File: src/rtl/nic8_sequencer.sv
// nic8_sequencer -- fetch/execute sequencer for the nic8 CPU.
//
// Owns the program counter (pc) and the instruction register (ir). It alternates
// FETCH and EXEC phases and steps the pc over ROM immediates. It applies taken jumps,
// detects a jump-to-self as a halt, and offers a single-step handshake for the
// debug front panel.
//
// Optional build macro: SEQ_BREAKPOINT_EN adds breakAddr/breakEn. A fetch from
// breakAddr (with breakEn=1) makes the sequencer park in WAIT after that
// instruction's EXEC, unless the instruction halts.
//
// Ports:
//   clk         in   system clock, rising-edge
//   reset       in   synchronous active-high reset, highest priority
//   romData     in   ROM read data at romAddr
//   busData     in   datapath bus; jump target during EXEC
//   doJumpBar   in   low = jump taken this EXEC
//   stepMode    in   1 = pause in WAIT after every instruction
//   stepReq     in   level request to run one instruction from WAIT
//   breakAddr   in   breakpoint address         (SEQ_BREAKPOINT_EN only)
//   breakEn     in   breakpoint enable          (SEQ_BREAKPOINT_EN only)
//   romAddr     out  ROM address, equal to pc (combinational)
//   ir          out  instruction register to the decoder
//   exec        out  high only in EXEC
//   halted      out  high in HALT
//   stepAck     out  one-cycle pulse after leaving WAIT on stepReq
//   instrCount  out  retired-instruction counter (wraps)

module nic8_sequencer #(
  parameter int unsigned       ADDR_W   = 8,
  parameter logic [ADDR_W-1:0] RESET_PC = '0,
  parameter int unsigned       CNT_W    = 16
) (
  input  logic              clk,
  input  logic              reset,
  input  logic [7:0]        romData,
  input  logic [7:0]        busData,
  input  logic              doJumpBar,
  input  logic              stepMode,
  input  logic              stepReq,
`ifdef SEQ_BREAKPOINT_EN
  input  logic [ADDR_W-1:0] breakAddr,
  input  logic              breakEn,
`endif
  output logic [ADDR_W-1:0] romAddr,
  output logic [7:0]        ir,
  output logic              exec,
  output logic              halted,
  output logic              stepAck,
  output logic [CNT_W-1:0]  instrCount
);

  typedef enum logic [1:0] {
    StFetch,
    StExec,
    StWait,
    StHalt
  } state_e;

  // Low three opcode bits selecting the ROM (immediate) source.
  localparam logic [2:0] SrcRom = 3'b001;

  state_e              state_q, state_d;
  logic [ADDR_W-1:0]   pc_q, pc_d;
  logic [7:0]          ir_q, ir_d;
  logic [ADDR_W-1:0]   instr_addr_q, instr_addr_d;
  logic [CNT_W-1:0]    count_q, count_d;
  logic                step_ack_q, step_ack_d;

  logic [ADDR_W-1:0]   jump_target;
  logic                halt_hit;
  logic                brk_wait;

  // Jump target is the bus value resized to the pc width.
  assign jump_target = ADDR_W'(busData);

  // A taken jump back to the address of the instruction being executed
  // would loop forever; treat it as a halt.
  assign halt_hit = !doJumpBar && (jump_target == instr_addr_q);

`ifdef SEQ_BREAKPOINT_EN
  logic brk_pend_q, brk_pend_d;
  assign brk_wait = brk_pend_q;
`else
  assign brk_wait = 1'b0;
`endif

  always_comb begin
    state_d      = state_q;
    pc_d         = pc_q;
    ir_d         = ir_q;
    instr_addr_d = instr_addr_q;
    count_d      = count_q;
    step_ack_d   = 1'b0;
`ifdef SEQ_BREAKPOINT_EN
    brk_pend_d   = brk_pend_q;
`endif

    unique case (state_q)
      StFetch: begin
        ir_d         = romData;
        instr_addr_d = pc_q;
        pc_d         = pc_q + 1'b1;
        state_d      = StExec;
`ifdef SEQ_BREAKPOINT_EN
        brk_pend_d   = breakEn && (pc_q == breakAddr);
`endif
      end

      StExec: begin
        // Jump overrides the immediate-operand step.
        if (!doJumpBar) begin
          pc_d = jump_target;
        end else if (ir_q[2:0] == SrcRom) begin
          pc_d = pc_q + 1'b1;
        end
        count_d = count_q + 1'b1;

        if (halt_hit) begin
          state_d = StHalt;
        end else if (stepMode || brk_wait) begin
          state_d = StWait;
        end else begin
          state_d = StFetch;
        end
`ifdef SEQ_BREAKPOINT_EN
        brk_pend_d = 1'b0;
`endif
      end

      StWait: begin
        // Leaving WAIT consumes the request, so a held stepReq still gives
        // one instruction per WAIT visit.
        if (stepReq) begin
          state_d    = StFetch;
          step_ack_d = 1'b1;
        end else if (!stepMode) begin
          state_d = StFetch;
        end
      end

      StHalt: begin
        state_d = StHalt;
      end

      default: begin
        state_d = StFetch;
      end
    endcase
  end

  always_ff @(posedge clk) begin
    if (reset) begin
      state_q      <= StFetch;
      pc_q         <= RESET_PC;
      ir_q         <= 8'h00;
      instr_addr_q <= RESET_PC;
      count_q      <= '0;
      step_ack_q   <= 1'b0;
`ifdef SEQ_BREAKPOINT_EN
      brk_pend_q   <= 1'b0;
`endif
    end else begin
      state_q      <= state_d;
      pc_q         <= pc_d;
      ir_q         <= ir_d;
      instr_addr_q <= instr_addr_d;
      count_q      <= count_d;
      step_ack_q   <= step_ack_d;
`ifdef SEQ_BREAKPOINT_EN
      brk_pend_q   <= brk_pend_d;
`endif
    end
  end

  assign romAddr    = pc_q;
  assign ir         = ir_q;
  assign exec       = (state_q == StExec);
  assign halted     = (state_q == StHalt);
  assign stepAck    = step_ack_q;
  assign instrCount = count_q;

endmodule

File: config.mk
export PLATFORM = sky130hd
export DESIGN_NAME = nic8_sequencer
export DESIGN_NICKNAME = d
export VERILOG_FILES = /design/src/rtl/nic8_sequencer.sv
export SDC_FILE = /design/constraint.sdc
export NUM_CORES = 1
export LEC_CHECK = 0
export ABC_AREA = 1
export CORE_ASPECT_RATIO = 2
export CORE_UTILIZATION = 41
export DETAILED_ROUTE_END_ITERATION = 10
export GPL_TIMING_DRIVEN = 0
export PLACE_DENSITY = 0.69
export SYNTH_ARGS = -nofsm -noshare
export SYNTH_HDL_FRONTEND = slang
export SYNTH_SLANG_ARGS = --single-unit
File: constraint.sdc
create_clock -name clk -period 1.9 [get_ports clk]
set_input_delay 0.38 -clock clk [delete_from_list [all_inputs] [get_ports clk]]
set_output_delay 0.38 -clock clk [all_outputs]
set_load 0.02 [all_outputs]
==> impl_metrics.toml, run 1 <==
[pwr]
power_density_mw_per_mm2 = 717
leakagePower_nw = 1.28
switching_share = 0.302
max-vdd-ir-drop_v = 0.000531
p_sw_mw = 0.627
intPower_mw = 1.45
seqPwrFrac = 0.492
pwr-share-clk = 0.287
power_frac_comb = 0.222

[synthesis]
ys_seq_area_frac = 0.395
yosysWarningCount = 0
syn-num-nets = 359
synthArstFlopShare = 0
synth_top_area_frac = 0.395
synth-seq-cells = 43
synthCells = 336
synthFlopType = "dfxtp_1"
synth_top_area_cell = "dfxtp_1"
ys_types = 24
avgSynthCellArea_um2 = 6.48
syn_area_mm2 = 0.00218
synthTopCellsByArea = "dfxtp_1 40%, nand2_1 13%, nor2_1 9.5%"
synth_edf_count = 0

[timing]
fin_crit_sh = 0.943
finalCriticalPeriod_ps = 1790
rsz0062_at_grt = "no"
max_slew_margin = 0.620
finalHoldViolations = 0
fmax_mhz = 558
setup_viol = 0
worst_pin_slew_ps = 571
skew_ps = 2.69
finalSetupTns_ps = 0
maxSlewViolCount = 0

[critical_path]
cp.required_ps = 1520
critPathMaxFanout = 7
crit_chain = "clkdlybuf4s50_1"
max_stage_delay_ps = 650
crit-reg2reg-capture = "instrCount[14]"
crit_family = "buffers and inverters"
worstPathArrival_ps = 1410
r2r_setup_slack_ps = 390
cp_slowest_cell = "clkdlybuf4s50_1"
r2r_cells = 8
worstSetupStartpointType = "flop"
cp-end-kind = "output pin"
path_buf_inv = 1
timing.rr.start = "instrCount[7]"
path_class = "flop to output pin"

[drt]
num_vias = 2265
dr.pass1.iters = 5
drc = 0
ant_nets = 0
totalWireLength_um = 5770
vias_per_cell = 4.97
routedWlPerCell_um = 12.7
drt_iter0_drc = 76

[finish]
synthToLayoutAreaGrowth_pct = 32.8
num-nets-final = 421
final_core_util = 0.563
antennaDiodeCount = 0
drive_above_1_share = 0.0402
final_cell_mix = "78 x nand2_1, 55 x nor2_1, 53 x clkdlybuf4s50_1"
stdcell_area_mm2 = 0.00289
fillers = 501
final_common_cell = "nand2_1"

[global_route]
globalRouteOverflowTotal = 0
grt_pass1_wl_um = 9310
track_usage = 0.225
antenna_found_initial = 0
first_global_vias = 2081
grt_max_degree = 13

[floorplanning]
rows = 37
die_w_um = 53.5
initial_core_util = 0.424
io_pins = 56
die_area_mm2 = 0.00563
die_y_um = 105
core_area_mm2 = 0.00514

[worst_hold_path]
min-delay-start = "instrCount[8]"
min_path_type = "flop to flop"
min_path_cells = 2
min_to = "instrCount[8]"

[clocking]
cts.path.max_buffers = 2
htree_levels = 2
cts_tree = "built"
cts-root-buf = "clkbuf_8"
post_cts_buffers = 0
cts_made_buffers = 5
clock_latency_ps = 290
clk_pin_slew_worst_paths_ps = 80
clock-sinks = 43

[placement]
gp_congestion = 0.802
port_buffers = 55
dpl.hpwl_um = 4430
dpl-instance-area_mm2 = 0.00280

[job]
maxCapViolations = 0

[run_status]
status = "completed"
-- how the worst max path moves through the flow --
| stage | to | depth (start not counted) | from | slack, ps |
|---|---|---|---|---|
| 6_report | romAddr[5] | 1 | romAddr[5] | 110 |
| 5_1_grt | romAddr[2] | 1 | romAddr[2] | 60 |
| 4_1_cts | halted | 3 | state_q[1] | 60 |
| 3_5_place_dp | romAddr[2] | 7 | doJumpBar | 5 |
| 3_3_place_gp | romAddr[2] | 7 | doJumpBar | 10 |
| 2_1_floorplan | instrCount[14] | 7 | instrCount[1] | 530 |
-- final cells by class --
type,count,area (um2),share of cell area
inverters,51,191,0.0662
clock inverters,1,5.00,0.00173
clock buffers,6,82.6,0.0285
multi-input cells,233,1090,0.377
repair buffers,55,552,0.191
well taps,58,72.6,0.0251
plain buffers,9,35.0,0.0121
flip-flops and latches,43,863,0.298
-- cell usage after synthesis (2+ instances only) --
cell,number
xnor2_1,3
ha_1,2
nand4_1,4
nand3_1,16
a31oi_1,2
a21oi_1,27
inv_1,50
nor2_1,55
nand2_1,78
o21ai_0,30
nand3b_1,2
nor3_1,3
xor2_1,3
o21ai_1,2
dfxtp_1,43
clkbuf_1,8
-- power by group through the flow --
stage | clock network [mW] | registers [mW] | logic (mW)
6_report | 0.595 | 1.02 | 0.460
5_1_grt | 0.647 | 1.03 | 0.510
4_1_cts | 0.613 | 1.02 | 0.464
3_5_place_dp | 0 | 1.04 | 0.462
3_3_place_gp | 0 | 1.04 | 0.459
2_1_floorplan | 0 | 1.08 | 0.220
-- routing by layer --
layer | vias to the layer above | part of all wire | track usage
met5 | - | 0 | 0
met4 | 0 | 0.026 | 0.0959
met3 | 11 | 0.035 | 0.0320
met2 | 57 | 0.57 | 0.422
met1 | 1019 | 0.37 | 0.226
li1 | 1178 | - | -
-- logic make-up (layout without fill, tap and decap cells) --
family / after synthesis / after routing / share of synthesized area
and+or+nand+nor: 163 / 163 / 0.321
xor gates and xnor gates: 6 / 6 / 0.0241
adders and majority gates: 2 / 2 / 0.0115
buffers and inverters: 60 / 122 / 0.104
DFF: 43 / 43 / 0.395
AOI/OAI and AO/OA: 62 / 62 / 0.145
-- flip-flops by register name (all words and copies together), names as in the netlist --
signal,flops
instrCount,16
instr_addr_q,8
ir,8
romAddr,8
state_q,2
stepAck,1
-- per-stage QoR --
step	hold WS, ps	instances	worst slack (ps)	power [mW]
6_report	463	456	108	2.08
5_1_grt	499	456	64.6	2.19
4_1_cts	468	456	60.5	2.10
3_5_place_dp	455	449	5.25	1.50
3_3_place_gp	450	449	10.9	1.50
2_1_floorplan	443	336	526	1.30
-- repair_timing --
action,4_1_cts,5_1_grt
hold buffers,0,0
endpoints found under the setup margin,2,1
resized for setup,3,1
gates cloned,0,0
Power figures use the tool's default switching activity.
==> run 2: changes to the inputs <==
--- a/config.mk
+++ b/config.mk
@@ -11,6 +11,7 @@
 export DETAILED_ROUTE_END_ITERATION = 10
 export GPL_TIMING_DRIVEN = 0
 export PLACE_DENSITY = 0.69
+export SETUP_SLACK_MARGIN = 0.3
 export SYNTH_ARGS = -nofsm -noshare
 export SYNTH_HDL_FRONTEND = slang
 export SYNTH_SLANG_ARGS = --single-unit
==> impl_metrics.toml, run 2 (synthesized netlist as in run 1, its figures left out) <==
[pwr]
leakagePower_nw = 1.43
pwr-share-clk = 0.292
power_density_mw_per_mm2 = 714
seqPwrFrac = 0.497
switching_share = 0.308
max-vdd-ir-drop_v = 0.000529
p_sw_mw = 0.631
intPower_mw = 1.42
power_frac_comb = 0.211

[global_route]
grt_max_degree = 13
antenna_found_initial = 0
globalRouteOverflowTotal = 0
first_global_vias = 2091
grt_pass1_wl_um = 9360
track_usage = 0.226

[finish]
num-nets-final = 424
antennaDiodeCount = 0
final_common_cell = "nand2_1"
synthToLayoutAreaGrowth_pct = 31.9
largest_reg_flops = 16
final_cells = 459
final_core_util = 0.559
drive_above_1_share = 0.0599
fillers = 505
final_cell_mix = "78 x nand2_1, 54 x nor2_1, 50 x inv_1"

[timing]
setup_viol = 0
finalCriticalPeriod_ps = 1520
finalSetupTns_ps = 0
hold_ws_ps = 461
rsz0062_at_grt = "yes"
max_slew_margin = 0.613
worst_pin_slew_ps = 580
fin_crit_sh = 0.801
finalHoldViolations = 0
skew_ps = 5.01
maxSlewViolCount = 0
fmax_mhz = 657

[drt]
routedWlPerCell_um = 12.8
drt_iter0_drc = 80
drc = 0
totalWireLength_um = 5880
ant_nets = 0
vias_per_cell = 5.00
dr.pass1.iters = 4
num_vias = 2297

[floorplanning]
core_area_mm2 = 0.00514
die_y_um = 105
die_area_mm2 = 0.00563
rows = 37
initial_core_util = 0.424
die_w_um = 53.5
io_pins = 56

[clocking]
cts_tree = "built"
htree_levels = 2
clock_latency_ps = 300
cts-root-buf = "clkbuf_8"
clock-sinks = 43
cts_made_buffers = 5
clk_pin_slew_worst_paths_ps = 80
cts.path.max_buffers = 2
cts_hold_buf = 0

[worst_hold_path]
min-delay-start = "instrCount[8]"
min_to = "instrCount[8]"
min_path_cells = 2
min_path_type = "flop to flop"

[placement]
gp_congestion = 0.802
dp.cells = 449
port_buffers = 55
dpl.hpwl_um = 4430

[critical_path]
cp.required_ps = 2140
r2r_cells = 8
timing.rr.start = "state_q[0]"
crit-reg2reg-capture = "instrCount[14]"
critPathMaxFanout = 9
r2r_setup_slack_ps = 380
worstPathArrival_ps = 1760
worstSetupStartpointType = "flop"
cp-end-kind = "flop"
path_class = "flop to flop"

[run_status]
status = "completed"

[job]
maxCapViolations = 0
## run 2: cell count changes in the layout (fill, tap and decap cells not counted), sizes merged
cell           change
clkdlybuf4s50     -33
clkbuf             +3
dlygate4sd2       +31
buf                +2
## run 2: layout make-up
class / count / area [um2] / area share
Clock inverter: 1 / 5.00 / 0.00174
Buffer: 9 / 36.3 / 0.0126
Multi-Input combinational cell: 233 / 1100 / 0.382
Timing Repair Buffer: 58 / 523 / 0.182
Inverter: 51 / 191 / 0.0666
Tap cell: 58 / 72.6 / 0.0253
Clock buffer: 6 / 82.6 / 0.0287
Sequential cell: 43 / 863 / 0.301
## run 2: routing by layer
layer	track usage	share of wire
met5	0	0
met4	0.0959	0.026
met3	0.0320	0.030
met2	0.425	0.57
met1	0.227	0.37
## run 2: power by group through the flow
stage          sequential, mW  combinational, mW  clock (mW)
6_report                 1.02              0.433       0.599
5_1_grt                  1.03              0.483       0.647
4_1_cts                  1.02              0.436       0.613
3_5_place_dp             1.04              0.462           0
3_3_place_gp             1.04              0.459           0
2_1_floorplan            1.08              0.220           0
## run 2: stage by stage
stage | setup slack [ps] | power (mW) | instance area [um2]
finish | 379 | 2.05 | 2870
global route | 289 | 2.16 | 2870
CTS | 235 | 2.07 | 2850
detailed placement | 5.25 | 1.50 | 2800
global placement | 10.9 | 1.50 | 2800
floorplan | 526 | 1.30 | 2180
## run 2: what timing repair did
item / 4_1_cts / 5_1_grt
setup buffers: 0 / 3
setup endpoints to repair: 34 / 14
gates resized for setup: 36 / 9
pin swaps: 0 / 1
## run 2: how the worst max path moves through the flow
stage,from,to,slack [ps],depth (start not counted)
2_1_floorplan,instrCount[1],instrCount[14],530,7
3_3_place_gp,doJumpBar,romAddr[2],10,7
3_5_place_dp,doJumpBar,romAddr[2],5,7
4_1_cts,state_q[0],exec,230,3
5_1_grt,state_q[0],instrCount[14],290,8
6_report,state_q[0],instrCount[14],380,8
## run 2: worst max-delay path: stages (launching register included)
cell and delay, ps:
dfxtp_2 400, inv_2 80, nor2_8 150, nand3_2 140, nor3_4 320, nand3_1 150
nand2_1 90, inv_1 40, nor2_1 80
